$ cat src/rtl/tcp_listen_ctrl_if.sv
// ---------------------------------------------------------------------------
// tcp_listen_ctrl_if
// Groups the two AXI-Stream channels between the listen controller and the
// TCP stack.
//   m_axis_listen_port_*        : listen request (controller -> stack), 16-bit port
//   s_axis_listen_port_status_* : listen status  (stack -> controller), bit0 = opened
// Modports:
//   master : controller side (drives the request, accepts the status)
//   slave  : stack side
// ---------------------------------------------------------------------------
interface tcp_listen_ctrl_if;
    logic        m_axis_listen_port_TVALID;
    logic        m_axis_listen_port_TREADY;
    logic [15:0] m_axis_listen_port_TDATA;
    logic        s_axis_listen_port_status_TVALID;
    logic        s_axis_listen_port_status_TREADY;
    logic [7:0]  s_axis_listen_port_status_TDATA;

    modport master (
        output m_axis_listen_port_TVALID,
        input  m_axis_listen_port_TREADY,
        output m_axis_listen_port_TDATA,
        input  s_axis_listen_port_status_TVALID,
        output s_axis_listen_port_status_TREADY,
        input  s_axis_listen_port_status_TDATA
    );

    modport slave (
        input  m_axis_listen_port_TVALID,
        output m_axis_listen_port_TREADY,
        input  m_axis_listen_port_TDATA,
        output s_axis_listen_port_status_TVALID,
        input  s_axis_listen_port_status_TREADY,
        output s_axis_listen_port_status_TDATA
    );
endinterface

$ cat src/rtl/tcp_listen_ctrl.sv
// ---------------------------------------------------------------------------
// tcp_listen_ctrl
// Opens NUM_PORTS consecutive server ports (BASE_PORT, BASE_PORT+1, ...) on
// the TCP stack listen interface, one at a time, after a power-up delay.
// Each port gets one attempt plus up to MAX_RETRIES retries; an attempt fails
// on a status with bit0 = 0 or when no status arrives within STATUS_TIMEOUT
// cycles of the request handshake.
// Ports:
//   aclk, aresetn : clock, asynchronous active-low reset (released via 2-flop sync)
//   lp            : request / status streams (tcp_listen_ctrl_if.master)
//   ports_open    : bit i set once port BASE_PORT+i is confirmed open
//   busy          : sequence in progress
//   done          : sequence finished (sticky until reset)
//   error         : some port exhausted its retries (sticky until reset)
// ---------------------------------------------------------------------------

// Per-port "confirmed open" flag; one instance per port.
module tcp_listen_port_flag (
    input  logic clk,
    input  logic rst_n,
    input  logic set,
    output logic open
);
    always_ff @(posedge clk or negedge rst_n) begin
        if (!rst_n)   open <= 1'b0;
        else if (set) open <= 1'b1;
    end
endmodule

module tcp_listen_ctrl #(
    parameter int unsigned NUM_PORTS      = 4,
    parameter logic [15:0] BASE_PORT      = 16'h0B48,
    parameter int unsigned START_DELAY    = 32768,
    parameter int unsigned STATUS_TIMEOUT = 4096,
    parameter int unsigned RETRY_GAP      = 1024,
    parameter int unsigned MAX_RETRIES    = 3
) (
    input  logic                 aclk,
    input  logic                 aresetn,
    tcp_listen_ctrl_if.master    lp,
    output logic [NUM_PORTS-1:0] ports_open,
    output logic                 busy,
    output logic                 done,
    output logic                 error
);
    localparam int IDX_W = (NUM_PORTS > 1) ? $clog2(NUM_PORTS) : 1;

    localparam logic [2:0] ST_DELAY = 3'd0;
    localparam logic [2:0] ST_REQ   = 3'd1;
    localparam logic [2:0] ST_WAIT  = 3'd2;
    localparam logic [2:0] ST_GAP   = 3'd3;
    localparam logic [2:0] ST_DONE  = 3'd4;

    localparam logic [31:0] DELAY_LAST = 32'(START_DELAY - 1);
    localparam logic [31:0] TO_LAST    = 32'(STATUS_TIMEOUT - 1);
    localparam logic [31:0] GAP_LAST   = 32'(RETRY_GAP - 1);
    localparam logic [3:0]  RETRY_MAX  = 4'(MAX_RETRIES);
    localparam logic [IDX_W-1:0] IDX_LAST = IDX_W'(NUM_PORTS - 1);

    // Reset: asserted asynchronously, released on a clock edge two cycles later.
    logic [1:0] rst_sync;
    logic       rst_n;

    always_ff @(posedge aclk or negedge aresetn) begin
        if (!aresetn) rst_sync <= 2'b00;
        else          rst_sync <= {rst_sync[0], 1'b1};
    end
    assign rst_n = rst_sync[1];

    logic [2:0]       state;
    logic [31:0]      cnt;     // shared by DELAY, WAIT (timeout) and GAP
    logic [IDX_W-1:0] idx;
    logic [3:0]       retry;
    logic             err_q;

    logic req_hs;
    logic st_ok;
    logic st_fail;
    logic can_retry;
    logic is_last;

    assign req_hs    = (state == ST_REQ) && lp.m_axis_listen_port_TREADY;
    // A status beat wins over a coincident timeout; beats outside WAIT are dropped.
    assign st_ok     = (state == ST_WAIT) && lp.s_axis_listen_port_status_TVALID &&
                        lp.s_axis_listen_port_status_TDATA[0];
    assign st_fail   = (state == ST_WAIT) &&
                       (lp.s_axis_listen_port_status_TVALID ?
                            !lp.s_axis_listen_port_status_TDATA[0] : (cnt == TO_LAST));
    assign can_retry = (retry < RETRY_MAX);
    assign is_last   = (idx == IDX_LAST);

    // Only bit0 of the status carries meaning.
    logic unused_status_bits;
    assign unused_status_bits = ^lp.s_axis_listen_port_status_TDATA[7:1];

    always_ff @(posedge aclk or negedge rst_n) begin
        if (!rst_n) begin
            state <= ST_DELAY;
            cnt   <= '0;
            idx   <= '0;
            retry <= '0;
            err_q <= 1'b0;
        end else begin
            case (state)
                ST_DELAY: begin
                    if (cnt == DELAY_LAST) begin
                        state <= ST_REQ;
                        cnt   <= '0;
                        idx   <= '0;
                        retry <= '0;
                    end else begin
                        cnt <= cnt + 32'd1;
                    end
                end
                ST_REQ: begin
                    if (req_hs) begin
                        state <= ST_WAIT;
                        cnt   <= '0;
                    end
                end
                ST_WAIT: begin
                    if (st_ok || (st_fail && !can_retry)) begin
                        // Port settled (open or given up): move to the next one.
                        if (st_fail) err_q <= 1'b1;
                        if (is_last) begin
                            state <= ST_DONE;
                        end else begin
                            state <= ST_REQ;
                            idx   <= idx + 1'b1;
                            retry <= '0;
                        end
                    end else if (st_fail) begin
                        state <= ST_GAP;
                        retry <= retry + 4'd1;
                        cnt   <= '0;
                    end else begin
                        cnt <= cnt + 32'd1;
                    end
                end
                ST_GAP: begin
                    if (cnt == GAP_LAST) begin
                        state <= ST_REQ;
                        cnt   <= '0;
                    end else begin
                        cnt <= cnt + 32'd1;
                    end
                end
                ST_DONE: ;
                default: state <= ST_DELAY;
            endcase
        end
    end

    // Per-port open flags.
    for (genvar i = 0; i < NUM_PORTS; i++) begin : g_port
        tcp_listen_port_flag u_flag (
            .clk   (aclk),
            .rst_n (rst_n),
            .set   (st_ok && (idx == IDX_W'(i))),
            .open  (ports_open[i])
        );
    end

    // TDATA is forced to zero outside REQ so it reads 0 during reset.
    assign lp.m_axis_listen_port_TVALID        = (state == ST_REQ);
    assign lp.m_axis_listen_port_TDATA         = (state == ST_REQ) ? (BASE_PORT + 16'(idx)) : 16'h0000;
    assign lp.s_axis_listen_port_status_TREADY = rst_n;

    assign busy  = rst_n && (state != ST_DONE);
    assign done  = (state == ST_DONE);
    assign error = err_q;
endmodule

$ cat src/flat_wrapper.sv
// flat-port wrapper written by rule: the top's interface ports become plain ports
module tcp_listen_ctrl_flat 
#(
    parameter int unsigned NUM_PORTS      = 4,
    parameter logic [15:0] BASE_PORT      = 16'h0B48,
    parameter int unsigned START_DELAY    = 32768,
    parameter int unsigned STATUS_TIMEOUT = 4096,
    parameter int unsigned RETRY_GAP      = 1024,
    parameter int unsigned MAX_RETRIES    = 3
)
  (aclk, aresetn, ports_open, busy, done, error, lp_m_axis_listen_port_TVALID, lp_m_axis_listen_port_TREADY, lp_m_axis_listen_port_TDATA, lp_s_axis_listen_port_status_TVALID, lp_s_axis_listen_port_status_TREADY, lp_s_axis_listen_port_status_TDATA);
  tcp_listen_ctrl_if lp_i ();
  input  logic aclk;
  input  logic aresetn;
  output logic [NUM_PORTS-1:0] ports_open;
  output logic busy;
  output logic done;
  output logic error;
  output wire logic [$bits(lp_i.m_axis_listen_port_TVALID)-1:0] lp_m_axis_listen_port_TVALID;
  input wire logic [$bits(lp_i.m_axis_listen_port_TREADY)-1:0] lp_m_axis_listen_port_TREADY;
  output wire logic [$bits(lp_i.m_axis_listen_port_TDATA)-1:0] lp_m_axis_listen_port_TDATA;
  input wire logic [$bits(lp_i.s_axis_listen_port_status_TVALID)-1:0] lp_s_axis_listen_port_status_TVALID;
  output wire logic [$bits(lp_i.s_axis_listen_port_status_TREADY)-1:0] lp_s_axis_listen_port_status_TREADY;
  input wire logic [$bits(lp_i.s_axis_listen_port_status_TDATA)-1:0] lp_s_axis_listen_port_status_TDATA;
  assign lp_m_axis_listen_port_TVALID = lp_i.m_axis_listen_port_TVALID;
  assign lp_i.m_axis_listen_port_TREADY = lp_m_axis_listen_port_TREADY;
  assign lp_m_axis_listen_port_TDATA = lp_i.m_axis_listen_port_TDATA;
  assign lp_i.s_axis_listen_port_status_TVALID = lp_s_axis_listen_port_status_TVALID;
  assign lp_s_axis_listen_port_status_TREADY = lp_i.s_axis_listen_port_status_TREADY;
  assign lp_i.s_axis_listen_port_status_TDATA = lp_s_axis_listen_port_status_TDATA;
  tcp_listen_ctrl #(.NUM_PORTS(NUM_PORTS), .BASE_PORT(BASE_PORT), .START_DELAY(START_DELAY), .STATUS_TIMEOUT(STATUS_TIMEOUT), .RETRY_GAP(RETRY_GAP), .MAX_RETRIES(MAX_RETRIES)) u_core (.aclk(aclk), .aresetn(aresetn), .lp(lp_i), .ports_open(ports_open), .busy(busy), .done(done), .error(error));
endmodule
$ cat config.mk
export PLATFORM = sky130hd
export DESIGN_NAME = tcp_listen_ctrl_flat
export DESIGN_NICKNAME = d
export VERILOG_FILES = /design/src/rtl/tcp_listen_ctrl_if.sv /design/src/rtl/tcp_listen_ctrl.sv /design/src/flat_wrapper.sv
export SDC_FILE = /design/constraint.sdc
export NUM_CORES = 1
export LEC_CHECK = 0
export CORE_ASPECT_RATIO = 0.5
export CORE_MARGIN = 2
export CORE_UTILIZATION = 60
export CTS_BUF_LIST = sky130_fd_sc_hd__clkbuf_8
export DETAILED_ROUTE_END_ITERATION = 8
export PLACE_DENSITY = 0.91
export SYNTH_ARGS = -nofsm -noshare
export SYNTH_HDL_FRONTEND = slang
export SYNTH_SLANG_ARGS = --single-unit
export TNS_END_PERCENT = 100
$ cat constraint.sdc
create_clock -name aclk -period 3.2 [get_ports aclk]
set_input_delay 0.32 -clock aclk [delete_from_list [all_inputs] [get_ports aclk]]
set_output_delay 0.32 -clock aclk [all_outputs]
set_load 0.01 [all_outputs]
==> results of run 1 <==
final timing paths:
kind / startpoint / depth (start not counted) / slack [ns] / to
worst max register to register: u_core.cnt[26] / 6 / 0.44 / u_core.cnt[24]
worst min register to register: u_core.rst_sync[0] / 0 / 0.36 / u_core.rst_sync[1]
max in group asynchronous: u_core.rst_sync[1] / 1 / 2.32 / u_core.cnt[22]
worst min-delay path: aresetn / 1 / 0.17 / u_core.rst_sync[0]
min in group aclk: u_core.rst_sync[0] / 0 / 0.36 / u_core.rst_sync[1]
worst max-delay path: u_core.cnt[26] / 6 / 0.44 / u_core.cnt[24]
logic make-up after synthesis:
group,count (synthesis)
AND/OR/NAND/NOR,139
AO/OA/AOI/OAI,76
flip-flops,48
buffers and inverters,47
multiplexers,19
adder cells (fa/ha/maj),6
other,2
state kept, by name, indices dropped and copies added (netlist names):
name and flops:
u_core.retry 4, u_core.error 1, u_core.cnt 32, u_core.g_port.u_flag.open 4, u_core.rst_sync 2, u_core.state 3
u_core.idx 2
power by group through the flow:
stage / registers [µW] / clock network, µW / logic (µW)
final: 609 / 381 / 30.2
after CTS: 609 / 382 / 30.8
after floorplan: 628 / 0 / 16.3
after detailed placement: 621 / 0 / 30.7
after global routing: 609 / 414 / 34.0
after global placement: 621 / 0 / 30.0
layer usage:
layer | track usage (%) | share of wire, % | wire length, µm | vias up
li1 | - | - | - | 1238
met1 | 33.2 | 44 | 3120 | 1283
met2 | 44.1 | 47 | 3310 | 145
met3 | 6.55 | 7.1 | 501 | 17
met4 | 7.33 | 1.4 | 98 | 0
met5 | 0 | 0 | 0 | -
Yosys cell counts (10+ instances only):
| cell | n |
|---|---|
| nand4_1 | 10 |
| dfrtp_1 | 48 |
| a21oi_1 | 10 |
| buf_4 | 19 |
| o21ai_0 | 14 |
| nand3_1 | 16 |
| a31oi_1 | 10 |
| nand2_1 | 25 |
| nor2_1 | 18 |
| nor3_1 | 28 |
| mux2i_1 | 17 |
layout make-up:
class / instances / area share, %
multi-input cells: 250 / 49.1
flip-flops and latches: 48 / 36.4
repair buffers: 28 / 7.88
well taps: 70 / 2.65
clock buffers: 6 / 2.50
inverters: 10 / 1.14
clock inverters: 2 / 0.341
through the flow:
| stage | power (µW) | utilization, % | worst slack (ns) | hold slack [ns] | cell area, µm² |
|---|---|---|---|---|---|
| after floorplan | 645 | - | 0.794 | 0.0244 | 3110 |
| after global placement | 651 | 65.0 | 0.626 | 0.338 | 3210 |
| after detailed placement | 652 | 65.0 | 0.547 | 0.340 | 3210 |
| after CTS | 1020 | 66.9 | 0.520 | 0.177 | 3300 |
| after global routing | 1060 | 66.9 | 0.202 | 0.156 | 3300 |
| final | 1020 | 66.9 | 0.443 | 0.170 | 3300 |
placed cells by master (no fill, tap or decap), types with 2 or more instances in the layout:
master           instances
or3_1                    3
o31ai_1                  9
mux2_2                   2
mux2i_1                 17
buf_4                    8
and3_1                   7
nor3b_1                  2
and4_1                   3
o21ai_0                 14
nor2_2                   2
or2_2                    3
o22ai_1                  3
nand2_1                 25
nand3_1                 16
nor2_1                  18
o21ai_1                  2
nor3_4                   2
conb_1                  10
nor3_1                  28
a31oi_1                 10
nand4_1                 10
ha_1                     6
and2_1                   2
nor4_1                   8
a21boi_0                 2
a211oi_1                 2
clkdlybuf4s50_1         20
a21oi_1                 10
o211ai_1                 9
nand3_2                  2
clkbuf_8                 6
dfrtp_1                 47
a21o_1                   4
inv_1                   10
==> run metrics, run 1 <==
number of enable flip-flop cells after synthesis=0; Critical Path RT=3.35 ns; Slew @ Worst Pin=0.641 ns; GR Overflow Total=0; Power Density=309 mW/mm²; first-pass GRT wire length=11,400 µm; fill count=364; gp weighted congestion=0.930; main combinational cell family by area after synthesis=simple AND/OR/NAND/NOR gates; Cell variety after synth=56; Buf/Inv on CP=0; Synthesis Warnings=0; register area share after synthesis=39.0%; Max-Cap Viols=0; main area contributors after synthesis=dfrtp_1, mux2i_1, buf_4; router iterations before antenna repair=5; number of DRC markers in iteration 0=161; Clock Skews=0.0140 ns; area share of fa/ha/maj cells after synthesis=2.44%; Register Area=0.00120 mm²; Mapped Cells=337; RSZ-0062 raised after global routing=false; cell taking the most area after synthesis=dfrtp_1; CTS Buffer Depth=2; Worst setup EP type=register; compound-cell area share of the yosys netlist=17.4%; CTS Hold Bufs=0; power share of the combinational group=3.0%; H-Tree Depth=2; CTS resizes=0; largest net degree at the start of global routing=47; core area=0.00493 mm²; Die H=54.7 µm; crit-path max FO=10; area of the multi-input gates=0.00162 mm²; Clock Sinks=48; worst skew pair latency=0.30 ns; fmax=0.363 GHz; total negative slack=0 ns; fin crit share=86.1%; Ports=37; cts bufs inserted=5; simple-gate share of the synthesized area=25.3%; root buf cell=clkbuf_8; Yosys reg bits=48; postcts setup bufs=0; Post-Syn Area per Cell=9.14 µm²; arrival time at the worst endpoint=2.91 ns; crit-path cells=nor4_1 > nand3_1 > nor3_4 > o22ai_4 > o21ai_1 > o22ai_1; CP delay by family, top=simple AND/OR/NAND/NOR gates; Worst Hold Class=primary input to asynchronous set/reset pin; sw frac=22.7%; die area=0.00576 mm²; final slew viol count=0; Via density=6.48; relative slew slack=56.9%; most used flip-flop cell after synthesis=dfrtp_1; Synth Cell Area=0.00308 mm²; fraction of layout cells with a size suffix above 1=10.8%; Yosys top cell area share=39.0%; Worst-path clk slew=0.09 ns; Remaining DRCs=0; initial antenna violation count=0; class of the most critical setup path=register to register; slowest CP cell=nor4_1; die span in x=105 µm; vias in the first global route=2,318; Syn-to-layout area delta=7.23%; non-filler cells, final=414; hpwl dp=4900 µm; Clock power frac=37.3%; vias=2,683; # setup viols final=0; WL per Instance=17.0 µm; TritonCTS clock tree=yes; Leak Pwr=0.00124 µW; max incr delay on CP=0.58 ns; starting density of the core=62.4%; I/O Buffers=20; Post-Route WL=7040 µm; post-synthesis mux area share=6.26%; min Tclk post-route=2.76 ns; share of power burned in registers=59.7%; Final Hold Vio Count=0; Sw Pwr=232 µW; P_int=788 µW; Tot GR Track Use=25.7%; diodes inserted=0; Peak VDD IR=0.000185 V; Cells after DPL=406; final net count=361; row cnt=18; crit start category=register; status=completed; XOR/XNOR Fraction of Synth Area=0%; Post-DRT Antenna Nets=0; asr flop ratio synth=100%
Note: power is estimated with default switching activity, not from simulation.
==> inputs of run 2 (changes only) <==
TNS_END_PERCENT = unset   (was 100)
==> results of run 2 <==
The final DEF is identical to that of run 1; final timing and power are the same.
==> inputs of run 3 (changes only) <==
RECOVER_POWER = 25   (was unset)
==> run metrics, run 3 (synthesized netlist as in run 1, its figures left out) <==
die area=0.00576 mm²; starting density of the core=62.4%; Die H=54.7 µm; biggest regs=u_core.cnt: 32 flops, u_core.g_port.u_flag.open: 4 flops, u_core.retry: 4 flops; class of the most critical setup path=register to register; max incr delay on CP=0.57 ns; Leak Pwr=0.00124 µW; worst reg-to-reg setup slack=0.46 ns; Final Hold Vio Count=0; fmax=0.365 GHz; most frequent cells in the layout=dfrtp_1, nor3_1, nand2_1, clkdlybuf4s50_1, nor2_1; Peak VDD IR=0.000184 V; Max-Cap Viols=0; vias in the first global route=2,318; RR Endpoint=u_core.cnt[24]; final slew viol count=0; WL per Instance=17.0 µm; core area=0.00493 mm²; leading cell type in the layout, fill and taps excluded=dfrtp_1; Worst-path clk slew=0.09 ns; number of DRC markers in iteration 0=161; vias=2,665; initial antenna violation count=0; Via density=6.44; Clock Skews=0.0138 ns; row cnt=18; Critical Path RT=3.35 ns; Buf/Inv on CP=0; Worst setup EP type=register; RSZ-0062 raised after global routing=false; fraction of layout cells with a size suffix above 1=10.5%; first-pass GRT wire length=11,400 µm; # setup viols final=0; router iterations before antenna repair=5; CP delay by family, top=simple AND/OR/NAND/NOR gates; power consumption=1020 µW; Clock Sinks=48; Power Density=308 mW/mm²; postcts setup bufs=0; diodes inserted=0; Post-DRT Antenna Nets=0; Remaining DRCs=0; min Tclk post-route=2.74 ns; I/O Buffers=20; cts bufs inserted=5; Syn-to-layout area delta=7.11%; crit start category=register; reg2reg start=u_core.cnt[26]; crit-path max FO=10; root buf cell=clkbuf_8; arrival time at the worst endpoint=2.89 ns; status=completed; total negative slack=0 ns; Most flops, register=u_core.cnt; largest net degree at the start of global routing=47; GR Overflow Total=0; crit-path cells=nor4_1 > nand3_1 > nor3_4 > o22ai_4 > o21ai_1 > o22ai_1; worst skew pair latency=0.30 ns; Ports=37; CTS Buffer Depth=2; Worst Hold Class=primary input to asynchronous set/reset pin; Post-Route WL=7040 µm; Slew @ Worst Pin=1.15 ns; fin crit share=85.5%; die span in x=105 µm; CTS Hold Bufs=0; R2R depth=6; CTS resizes=0; TritonCTS clock tree=yes; gp weighted congestion=0.930; relative slew slack=23.2%; fill count=366; H-Tree Depth=2; max reg flops=32; final net count=361; slowest CP cell=nor4_1; hpwl dp=4900 µm; Tot GR Track Use=25.7%
## run 3: power breakdown
group	switching, µW	internal [µW]
Sequential	1.47	607
Combinational	22.7	6.98
Clock	206	173
Total	230	787
## run 3: per-stage QoR
step / worst slack [ns] / hold WS (ns) / util [%] / std cells / cell area (µm²)
after floorplan: 0.794 / 0.0244 / - / 345 / 3110
after global placement: 0.626 / 0.338 / 65.0 / 406 / 3210
after detailed placement: 0.547 / 0.340 / 65.0 / 406 / 3210
after CTS: 0.520 / 0.177 / 66.9 / 414 / 3300
after global routing: 0.202 / 0.225 / 66.9 / 414 / 3300
final: 0.463 / 0.240 / 66.9 / 414 / 3300
## run 3: layout make-up
cell class	count	area (µm²)	share of cell area (%)
flip-flops and latches	48	1200	36.4
multi-input cells	250	1620	49.1
repair buffers	28	258	7.81
well taps	70	87.6	2.66
clock inverters	2	11.3	0.341
clock buffers	6	82.6	2.50
inverters	10	37.5	1.14
## run 3: worst max path at each step
stage | slack, ns | to | startpoint | depth (start not counted)
after global placement | 0.63 | u_core.cnt[24] | u_core.cnt[0] | 7
after CTS | 0.52 | u_core.cnt[24] | u_core.cnt[26] | 6
final | 0.46 | u_core.cnt[24] | u_core.cnt[26] | 6
after global routing | 0.20 | u_core.cnt[24] | u_core.cnt[26] | 6
after floorplan | 0.79 | u_core.cnt[10] | u_core.retry[0] | 10
after detailed placement | 0.55 | u_core.cnt[24] | u_core.cnt[26] | 6
## run 3: per-layer routing
layer / track usage (%) / vias up / part of all wire (%)
met1: 33.2 / 1260 / 43
met4: 7.33 / 0 / 1.5
met5: 0 / - / 0
met2: 44.1 / 145 / 47
met3: 6.55 / 18 / 8.4
li1: - / 1242 / -
